**config.mk**
```make
export PLATFORM = sky130hd
export DESIGN_NAME = muldiv_unit
export DESIGN_NICKNAME = d
export VERILOG_FILES = /design/src/rtl/muldiv_unit.sv
export SDC_FILE = /design/constraint.sdc
export NUM_CORES = 2
export LEC_CHECK = 0
export ABC_CLOCK_PERIOD_IN_PS = 17070
export BUFFER_PORTS_ARGS = -buffer_cell sky130_fd_sc_hd__clkbuf_2
export CORE_ASPECT_RATIO = 1.4
export CORE_MARGIN = 10
export CORE_UTILIZATION = 60
export CTS_BUF_LIST = sky130_fd_sc_hd__clkbuf_8
export DETAILED_ROUTE_END_ITERATION = 10
export PLACE_DENSITY = 0.75
export SETUP_SLACK_MARGIN = 0.15
export SLEW_MARGIN = 0
export SYNTH_ARGS = -nofsm -noshare
export SYNTH_HDL_FRONTEND = slang
export SYNTH_SLANG_ARGS = --single-unit
```
**constraint.sdc**
```tcl
create_clock -name clk -period 17.07 [get_ports clk]
set_input_delay 2.5605 -clock clk [delete_from_list [all_inputs] [get_ports clk]]
set_output_delay 2.5605 -clock clk [all_outputs]
set_load 0.05 [all_outputs]
```
**src/rtl/muldiv_unit.sv**
```systemverilog
// Multi-cycle MULT/MULTU/DIV/DIVU engine with the architectural HI/LO pair.
// Multiply is a registered product; divide is a 32-step restoring divider on magnitudes.
module muldiv_unit #(
   parameter int unsigned MUL_LAT  = 2,
   parameter int unsigned DIV_ITER = 32
) (
   input  logic        clk,
   input  logic        resetn,
   input  logic        req_valid,
   output logic        req_ready,
   input  logic [1:0]  op,
   input  logic [31:0] A,
   input  logic [31:0] B,
   input  logic        cancel,
   input  logic        hi_we,
   input  logic        lo_we,
   input  logic [31:0] wdata,
   output logic        busy,
   output logic        done,
   output logic [31:0] hi,
   output logic [31:0] lo
);

   localparam int unsigned XLEN    = 32;
   localparam int unsigned CNT_MAX = (DIV_ITER > MUL_LAT) ? DIV_ITER : MUL_LAT;
   localparam int unsigned CNT_W   = $clog2(CNT_MAX + 1);
   localparam bit          MUL_COMB = (MUL_LAT == 1);

   localparam logic [2:0] S_IDLE  = 3'd0;
   localparam logic [2:0] S_MUL   = 3'd1;
   localparam logic [2:0] S_DPREP = 3'd2;
   localparam logic [2:0] S_DITER = 3'd3;
   localparam logic [2:0] S_DFIX  = 3'd4;
   localparam logic [2:0] S_DONE  = 3'd5;

   logic [2:0]        r_state;
   logic [2:0]        w_state_nxt;
   logic              r_busy;
   logic              r_done;
   logic              w_accept;
   logic              w_mul_wr;
   logic              w_div_wr;
   logic              w_mt_ok;

   logic [CNT_W-1:0]  r_cnt;
   logic [XLEN-1:0]   r_a;
   logic [XLEN-1:0]   r_b;
   logic              r_sgn;
   logic [XLEN-1:0]   r_hi;
   logic [XLEN-1:0]   r_lo;

   logic [2*XLEN-1:0] r_prod;
   logic [2*XLEN-1:0] w_ma;
   logic [2*XLEN-1:0] w_mb;
   logic [2*XLEN-1:0] w_prod;
   logic [2*XLEN-1:0] w_mul_res;

   logic [XLEN-1:0]   r_quo;
   logic [XLEN-1:0]   r_rem;
   logic [XLEN-1:0]   r_dvs;
   logic              r_qneg;
   logic              r_rneg;
   logic              r_div0;
   logic [XLEN:0]     w_shift;
   logic [XLEN:0]     w_diff;
   logic [XLEN-1:0]   w_abs_a;
   logic [XLEN-1:0]   w_abs_b;
   logic [XLEN-1:0]   w_quo_fix;
   logic [XLEN-1:0]   w_rem_fix;

   // Sign-extend to 64 bits so one unsigned multiplier serves MULT and MULTU
   assign w_ma      = {{XLEN{r_sgn & r_a[XLEN-1]}}, r_a};
   assign w_mb      = {{XLEN{r_sgn & r_b[XLEN-1]}}, r_b};
   assign w_prod    = w_ma * w_mb;
   assign w_mul_res = MUL_COMB ? w_prod : r_prod;

   assign w_abs_a   = (r_sgn & r_a[XLEN-1]) ? XLEN'(-r_a) : r_a;
   assign w_abs_b   = (r_sgn & r_b[XLEN-1]) ? XLEN'(-r_b) : r_b;

   // r_quo shifts dividend bits out of the top while quotient bits enter the bottom
   assign w_shift   = {r_rem, r_quo[XLEN-1]};
   assign w_diff    = w_shift - {1'b0, r_dvs};

   assign w_quo_fix = r_div0 ? {XLEN{1'b1}} : (r_qneg ? XLEN'(-r_quo) : r_quo);
   assign w_rem_fix = r_div0 ? r_a          : (r_rneg ? XLEN'(-r_rem) : r_rem);

   assign req_ready = (r_state == S_IDLE || r_state == S_DONE) & ~cancel;
   assign busy      = r_busy;
   assign done      = r_done;
   assign hi        = r_hi;
   assign lo        = r_lo;

   // State register with busy/done decoded from the next state
   always_ff @(posedge clk or negedge resetn) begin
      if (!resetn) begin
         r_state <= S_IDLE;
         r_busy  <= 1'b0;
         r_done  <= 1'b0;
      end else begin
         r_state <= w_state_nxt;
         r_busy  <= (w_state_nxt != S_IDLE) && (w_state_nxt != S_DONE);
         r_done  <= (w_state_nxt == S_DONE);
      end
   end

   // Next-state and control decode
   always_comb begin
      w_state_nxt = r_state;
      w_accept    = 1'b0;
      w_mul_wr    = 1'b0;
      w_div_wr    = 1'b0;
      w_mt_ok     = 1'b0;
      case (r_state)
         S_IDLE, S_DONE: begin
            w_mt_ok = 1'b1;
            if (req_valid && !cancel) begin
               w_accept    = 1'b1;
               w_state_nxt = op[1] ? S_DPREP : S_MUL;
            end else begin
               w_state_nxt = S_IDLE;
            end
         end
         S_MUL: begin
            if (cancel) begin
               w_state_nxt = S_IDLE;
            end else if (r_cnt == '0) begin
               w_mul_wr    = 1'b1;
               w_state_nxt = S_DONE;
            end
         end
         S_DPREP: begin
            w_state_nxt = cancel ? S_IDLE : S_DITER;
         end
         S_DITER: begin
            if (cancel) begin
               w_state_nxt = S_IDLE;
            end else if (r_cnt == '0) begin
               w_state_nxt = S_DFIX;
            end
         end
         S_DFIX: begin
            if (cancel) begin
               w_state_nxt = S_IDLE;
            end else begin
               w_div_wr    = 1'b1;
               w_state_nxt = S_DONE;
            end
         end
         default: w_state_nxt = S_IDLE;
      endcase
   end

   // Operand capture, iteration counter and arithmetic datapath
   always_ff @(posedge clk or negedge resetn) begin
      if (!resetn) begin
         r_a    <= '0;
         r_b    <= '0;
         r_sgn  <= 1'b0;
         r_cnt  <= '0;
         r_prod <= '0;
         r_quo  <= '0;
         r_rem  <= '0;
         r_dvs  <= '0;
         r_qneg <= 1'b0;
         r_rneg <= 1'b0;
         r_div0 <= 1'b0;
      end else if (w_accept) begin
         r_a   <= A;
         r_b   <= B;
         r_sgn <= ~op[0];
         r_cnt <= CNT_W'(MUL_LAT - 1);
      end else begin
         case (r_state)
            S_MUL: begin
               r_prod <= w_prod;
               if (r_cnt != '0) r_cnt <= r_cnt - CNT_W'(1);
            end
            S_DPREP: begin
               r_quo  <= w_abs_a;
               r_dvs  <= w_abs_b;
               r_rem  <= '0;
               r_qneg <= r_sgn & (r_a[XLEN-1] ^ r_b[XLEN-1]);
               r_rneg <= r_sgn & r_a[XLEN-1];
               r_div0 <= (r_b == '0);
               r_cnt  <= CNT_W'(DIV_ITER - 1);
            end
            S_DITER: begin
               if (!w_diff[XLEN]) begin
                  r_rem <= w_diff[XLEN-1:0];
                  r_quo <= {r_quo[XLEN-2:0], 1'b1};
               end else begin
                  r_rem <= w_shift[XLEN-1:0];
                  r_quo <= {r_quo[XLEN-2:0], 1'b0};
               end
               if (r_cnt != '0) r_cnt <= r_cnt - CNT_W'(1);
            end
            default: ;
         endcase
      end
   end

   // HI/LO: MTHI/MTLO only while not busy; op results only in MUL/DFIX, so never both
   always_ff @(posedge clk or negedge resetn) begin
      if (!resetn) begin
         r_hi <= '0;
         r_lo <= '0;
      end else if (w_mul_wr) begin
         r_hi <= w_mul_res[2*XLEN-1:XLEN];
         r_lo <= w_mul_res[XLEN-1:0];
      end else if (w_div_wr) begin
         r_hi <= w_rem_fix;
         r_lo <= w_quo_fix;
      end else if (w_mt_ok) begin
         if (hi_we) r_hi <= wdata;
         if (lo_we) r_lo <= wdata;
      end
   end

endmodule

```
# Yosys cells after proc, flatten, opt, wreduce, memory -nomap -nowiden

Index checks and enable logic that the tools add are counted.

Register bits: 303
Word-level logic and storage cells: 99
Input port bits: 104
Output and inout port bits: 67

Bitwise logic cells: 8
Reduce and logical (&&, ||, !) cells: 22
Muxes and demuxes: 38
Multipliers: 1
Equality and inequality tests: 8
Add/subtract/negate cells: 6

Operator list:

| kind                                                   | count |
|---|---|
| 2-to-1 mux 32 bit                                      | 15 |
| negator 32 bit                                         | 4 |
| one-hot mux 32 bit (2 select lines)                    | 2 |
| multiplier 33 x 33 -> 64 bit                           | 1 |
| subtractor 33 x 32 -> 33 bit                           | 1 |
| zero test 32 bit                                       | 1 |
| 2-to-1 mux 3 bit                                       | 5 |
| one-hot mux 3 bit (5 select lines)                     | 1 |
| nonzero test 3 bit                                     | 5 |
| 2-to-1 mux 6 bit                                       | 2 |
| one-hot mux 6 bit (2 select lines)                     | 1 |
| AND reduction 2 bit                                    | 6 |
| == test 3 bit (second input constant)                  | 3 |
| 2-to-1 mux 1 bit                                       | 9 |
| == test 3 x 2 -> 1 bit (second input constant)         | 2 |
| zero test 6 bit                                        | 1 |
| 2-to-1 mux 2 bit                                       | 3 |
| nonzero test 6 bit                                     | 1 |
| subtractor 6 x 1 -> 6 bit (second input constant)      | 1 |
| AND 1 bit                                              | 4 |
| OR reduction 2 bit                                     | 2 |
| == test 3 x 1 -> 1 bit (second input constant)         | 1 |
| zero test 3 bit                                        | 1 |
| inequality test 3 x 1 -> 1 bit (second input constant) | 1 |
| 7 further kinds                                        | 10 |

# Logic depth before layout (Yosys ltp)

Depth in word-level cells: 6
Gate-level depth with buffers: 31
Mapped depth without buffers: 28

# Worst setup path before layout

OpenSTA, ideal clock, no wires.

Path type: register to register
Start point: register r_a[31]
End point: register r_prod[62]
Setup slack: 8711 ps
Required time: 17001 ps
Stages on the path, launching flop included: 28
Buffers on the path: 3
Data arrival time: 8289 ps
Clock period less this slack: 8359 ps
Library setup time: 69 ps
Cells stage by stage: dfrtp_1 and2_0 clkbuf_1 clkbuf_1 nand2_1 inv_1 fa_1 inv_1 fa_1 inv_1 fa_1 fa_1 fa_1 fa_1 fa_1 inv_1 fa_1 inv_1 ha_1 clkbuf_1 nand4_1 or3_1 a2111oi_0 o2111ai_1 and4_1 or4_1 a211o_1 nand3_1

Longest elaborated chain between the ends: 2

RTL lines:

| item                             | RTL line | text |
|---|---|---|
| start: declaration               | 46       | `logic [XLEN-1:0] r_a;` |
| start signal: assignment         | 156      | `r_a <= '0;` |
| start signal: assignment         | 168      | `r_a <= A;` |
| AND 1 bit                        | 72       | `assign w_ma = {{XLEN{r_sgn & r_a[XLEN-1]}}, r_a};` |
| multiplier 33 x 33 -> 64 bit (*) | 74       | `assign w_prod = w_ma * w_mb;` |
| end signal: assignment           | 175      | `r_prod <= w_prod;` |
| end: declaration                 | 52       | `logic [2*XLEN-1:0] r_prod;` |

Every way passes the cells marked *; elsewhere a longest branch is shown, timed or not.
A chain may end at the register's enable or synchronous reset.

# Worst setup path in the final report

Ends and elaborated chain as after synthesis.

==> results.json <==
{
  "min_period_ns": 10.25,
  "synth_top_area_share_pct": 41.0,
  "grt_pass1_wl_um": 264000,
  "clock-sinks": 303,
  "cts_made_buffers": 44,
  "grt_pass1_vias": 45900,
  "regToRegEndpoint": "r_prod[62]$_DFFE_PN0P_",
  "cts.repair.resized": 0,
  "rrSetupSlack_ns": 6.82,
  "drt_iter0_drc": 3759,
  "cts-root-buf": "clkbuf_8",
  "dr.pass1.iters": 6,
  "coreArea_um2": 91000,
  "hold_viol": 0,
  "timing.fmax_mhz": 97.5,
  "area_delta_synth_final_pct": 4.91,
  "ioPinCount": 171,
  "hpwl_um": 131000,
  "synth-edff-count": 0,
  "ys_types": 68,
  "syn_nets": 7612,
  "critPathMaxFanout": 32,
  "maxSlewHeadroom_pct": 12.3,
  "synthCells": 6132,
  "crit_type": "flop to flop",
  "clk_path_buf_depth": 3,
  "crit_path_start_kind": "flop",
  "io_buffers": 170,
  "drc": 0,
  "end_kind": "flop",
  "dieWidth_um": 276,
  "wl_per_cell_um": 23.4,
  "row_count": 131,
  "holdPathEnd": "r_dvs[5]$_DFFE_PN0P_",
  "antenna_found_initial": 10,
  "worstMarginPinSlew_ns": 1.31,
  "dieArea_um2": 104000,
  "outcome": "complete, no violations",
  "grt_max_degree": 94,
  "fin_crit_sh_pct": 60.1,
  "worstSkewPairLatency_ns": 0.65,
  "rr_startpoint": "r_a[31]$_DFFE_PN0P_",
  "synth_area_per_cell_um2": 8.96,
  "clk_pin_slew_ns": 0.07,
  "layoutNonFillerInstCount": 7292,
  "ant_nets": 0,
  "vias_per_cell": 5.97,
  "drive_gt1_share_pct": 7.27,
  "seq_area_frac_synth_pct": 13.8,
  "synthArstFlopShare_pct": 100,
  "gp_congestion": 0.992,
  "slew_violations": 0,
  "final-setup-viol-count": 0,
  "cts_tree": "yes",
  "grt_usage_pct": 33.4,
  "grt-ovfl-total": 0,
  "reg2reg_depth": 26,
  "vias": 43500,
  "dp_cells": 7208,
  "post-cts-setup-buffers": 0,
  "cts_max_level": 2,
  "ys_warn_count": 0,
  "routed_wl_um": 171000,
  "netlist_top_cells_area": "fa_1 41%, dfrtp_1 14%, inv_1 8.0%, nand2_1 7.0%, ha_1 5.7%",
  "skew_ns": 0.0461,
  "drv_cap": 0,
  "hold_path.class": "flop to flop",
  "min_from": "r_dvs[5]$_DFFE_PN0P_",
  "ys_ff_latch": 303,
  "rsz0062_at_grt": "false",
  "final_cell_mix": "1179 x inv_1, 1126 x fa_1, 1027 x nand2_1, 351 x and2_1, 295 x dfrtp_1",
  "fin_setup_tns_ns": 0,
  "layout.nets": 7537,
  "initial_utilization_pct": 60.4,
  "yosysTopAreaCell": "fa_1",
  "ys_dominant_reg_cell": "dfrtp_1",
  "layout_commonest_cell": "inv_1",
  "die_y_um": 378,
  "netlist_area_um2": 55000,
  "required_ns": 17.65,
  "crit_arrival_ns": 10.84,
  "hold_buffers": 0,
  "min_path_cells": 2
}
==> registers in the layout, summed over array words and instances (netlist names), 32 cells and up <==
signal / count
r_a: 32
r_prod: 64
r_b: 32
r_dvs: 32
r_quo: 32
hi: 32
r_rem: 32
lo: 32
==> cell type report <==
| class | count | area, um^2 |
|---|---|---|
| multi-input cells | 4272 | 41600 |
| fillers | 7705 | 33300 |
| flip-flops and latches | 303 | 7590 |
| inverters | 1172 | 4400 |
| repair buffers | 264 | 1570 |
| well taps | 1197 | 1500 |
| clock buffers | 53 | 729 |
| clock inverters | 26 | 287 |
| diodes | 5 | 12.5 |
==> layer usage <==
metal | GRT usage, % | vias up | wire, um
met2 | 55.5 | 2397 | 82100
met3 | 5.46 | 732 | 15700
li1 | - | 18400 | -
met5 | 0 | - | 16
met1 | 39.5 | 21900 | 58700
met4 | 22.7 | 2 | 14200
==> Yosys cell counts (93+ instances only) <==
cell type and instances:
ha_1 250, xor2_1 93, dfrtp_1 303, o21ai_0 263
nor2_1 216, xnor2_1 126, a21oi_1 205, fa_1 1126
inv_1 1171, clkbuf_1 305, and2_1 351, nand2_1 1028
==> through the flow <==
stage          utilization, %  hold WS, ns  instance area (um^2)  worst slack, ns
3_3_place_gp             62.3        0.456                 56600             7.23
4_1_cts                  63.4        0.480                 57700             6.83
5_1_grt                  63.4        0.497                 57700             6.38
6_report                 63.4        0.478                 57700             6.82
2_1_floorplan               -        0.439                 55000             8.71
3_5_place_dp             62.3        0.463                 56600             6.87
==> worst max-delay path by stage <==
stage	from	endpoint	slack, ns	depth (start not counted)
after floorplan	r_a[31]$_DFFE_PN0P_	r_prod[62]$_DFFE_PN0P_	8.71	27
after global placement	r_a[31]$_DFFE_PN0P_	r_prod[62]$_DFFE_PN0P_	7.23	26
after detailed placement	r_a[31]$_DFFE_PN0P_	r_prod[62]$_DFFE_PN0P_	6.87	26
after CTS	r_a[31]$_DFFE_PN0P_	r_prod[62]$_DFFE_PN0P_	6.83	26
after global routing	r_a[31]$_DFFE_PN0P_	r_prod[61]$_DFFE_PN0P_	6.38	30
final	r_a[31]$_DFFE_PN0P_	r_prod[62]$_DFFE_PN0P_	6.82	26
==> kinds of logic (layout without fill, tap and decap cells) <==
group           count (synthesis)  in the layout  share of synthesized area [%]
simple gates                 1820           1820                           15.1
buf+inv                      1557           1515                           10.6
fa+ha+maj                    1376           1376                           46.7
compound gates                760            760                           8.38
flops                         303            303                           13.8
xor+xnor                      219            219                           3.49
mux                            97             97                           1.91
other cells                     0              5                              0
==> worst max-delay path, stage by stage (launching register included) <==
cell and delay (ns):
dfrtp_2 0.80, buf_4 0.36, and2_1 0.40, buf_4 0.42
nand2_1 0.15, inv_1 0.16, fa_1 0.51, fa_1 0.63
fa_1 0.52, inv_1 0.42, fa_1 0.51, inv_1 0.09
fa_1 0.45, fa_1 0.51, fa_1 0.49, inv_1 0.05
fa_1 0.47, inv_1 0.04, ha_1 0.39, and3_1 0.26
nand2_1 0.09, a2111oi_0 0.87, o2111ai_1 0.32, and4_1 0.33
or4_1 0.53, a211o_1 0.31, nand3_1 0.07
Power is left out: the tool's default activity adds up to more than one toggle a clock period on the data nets, which glitch-free logic cannot reach.
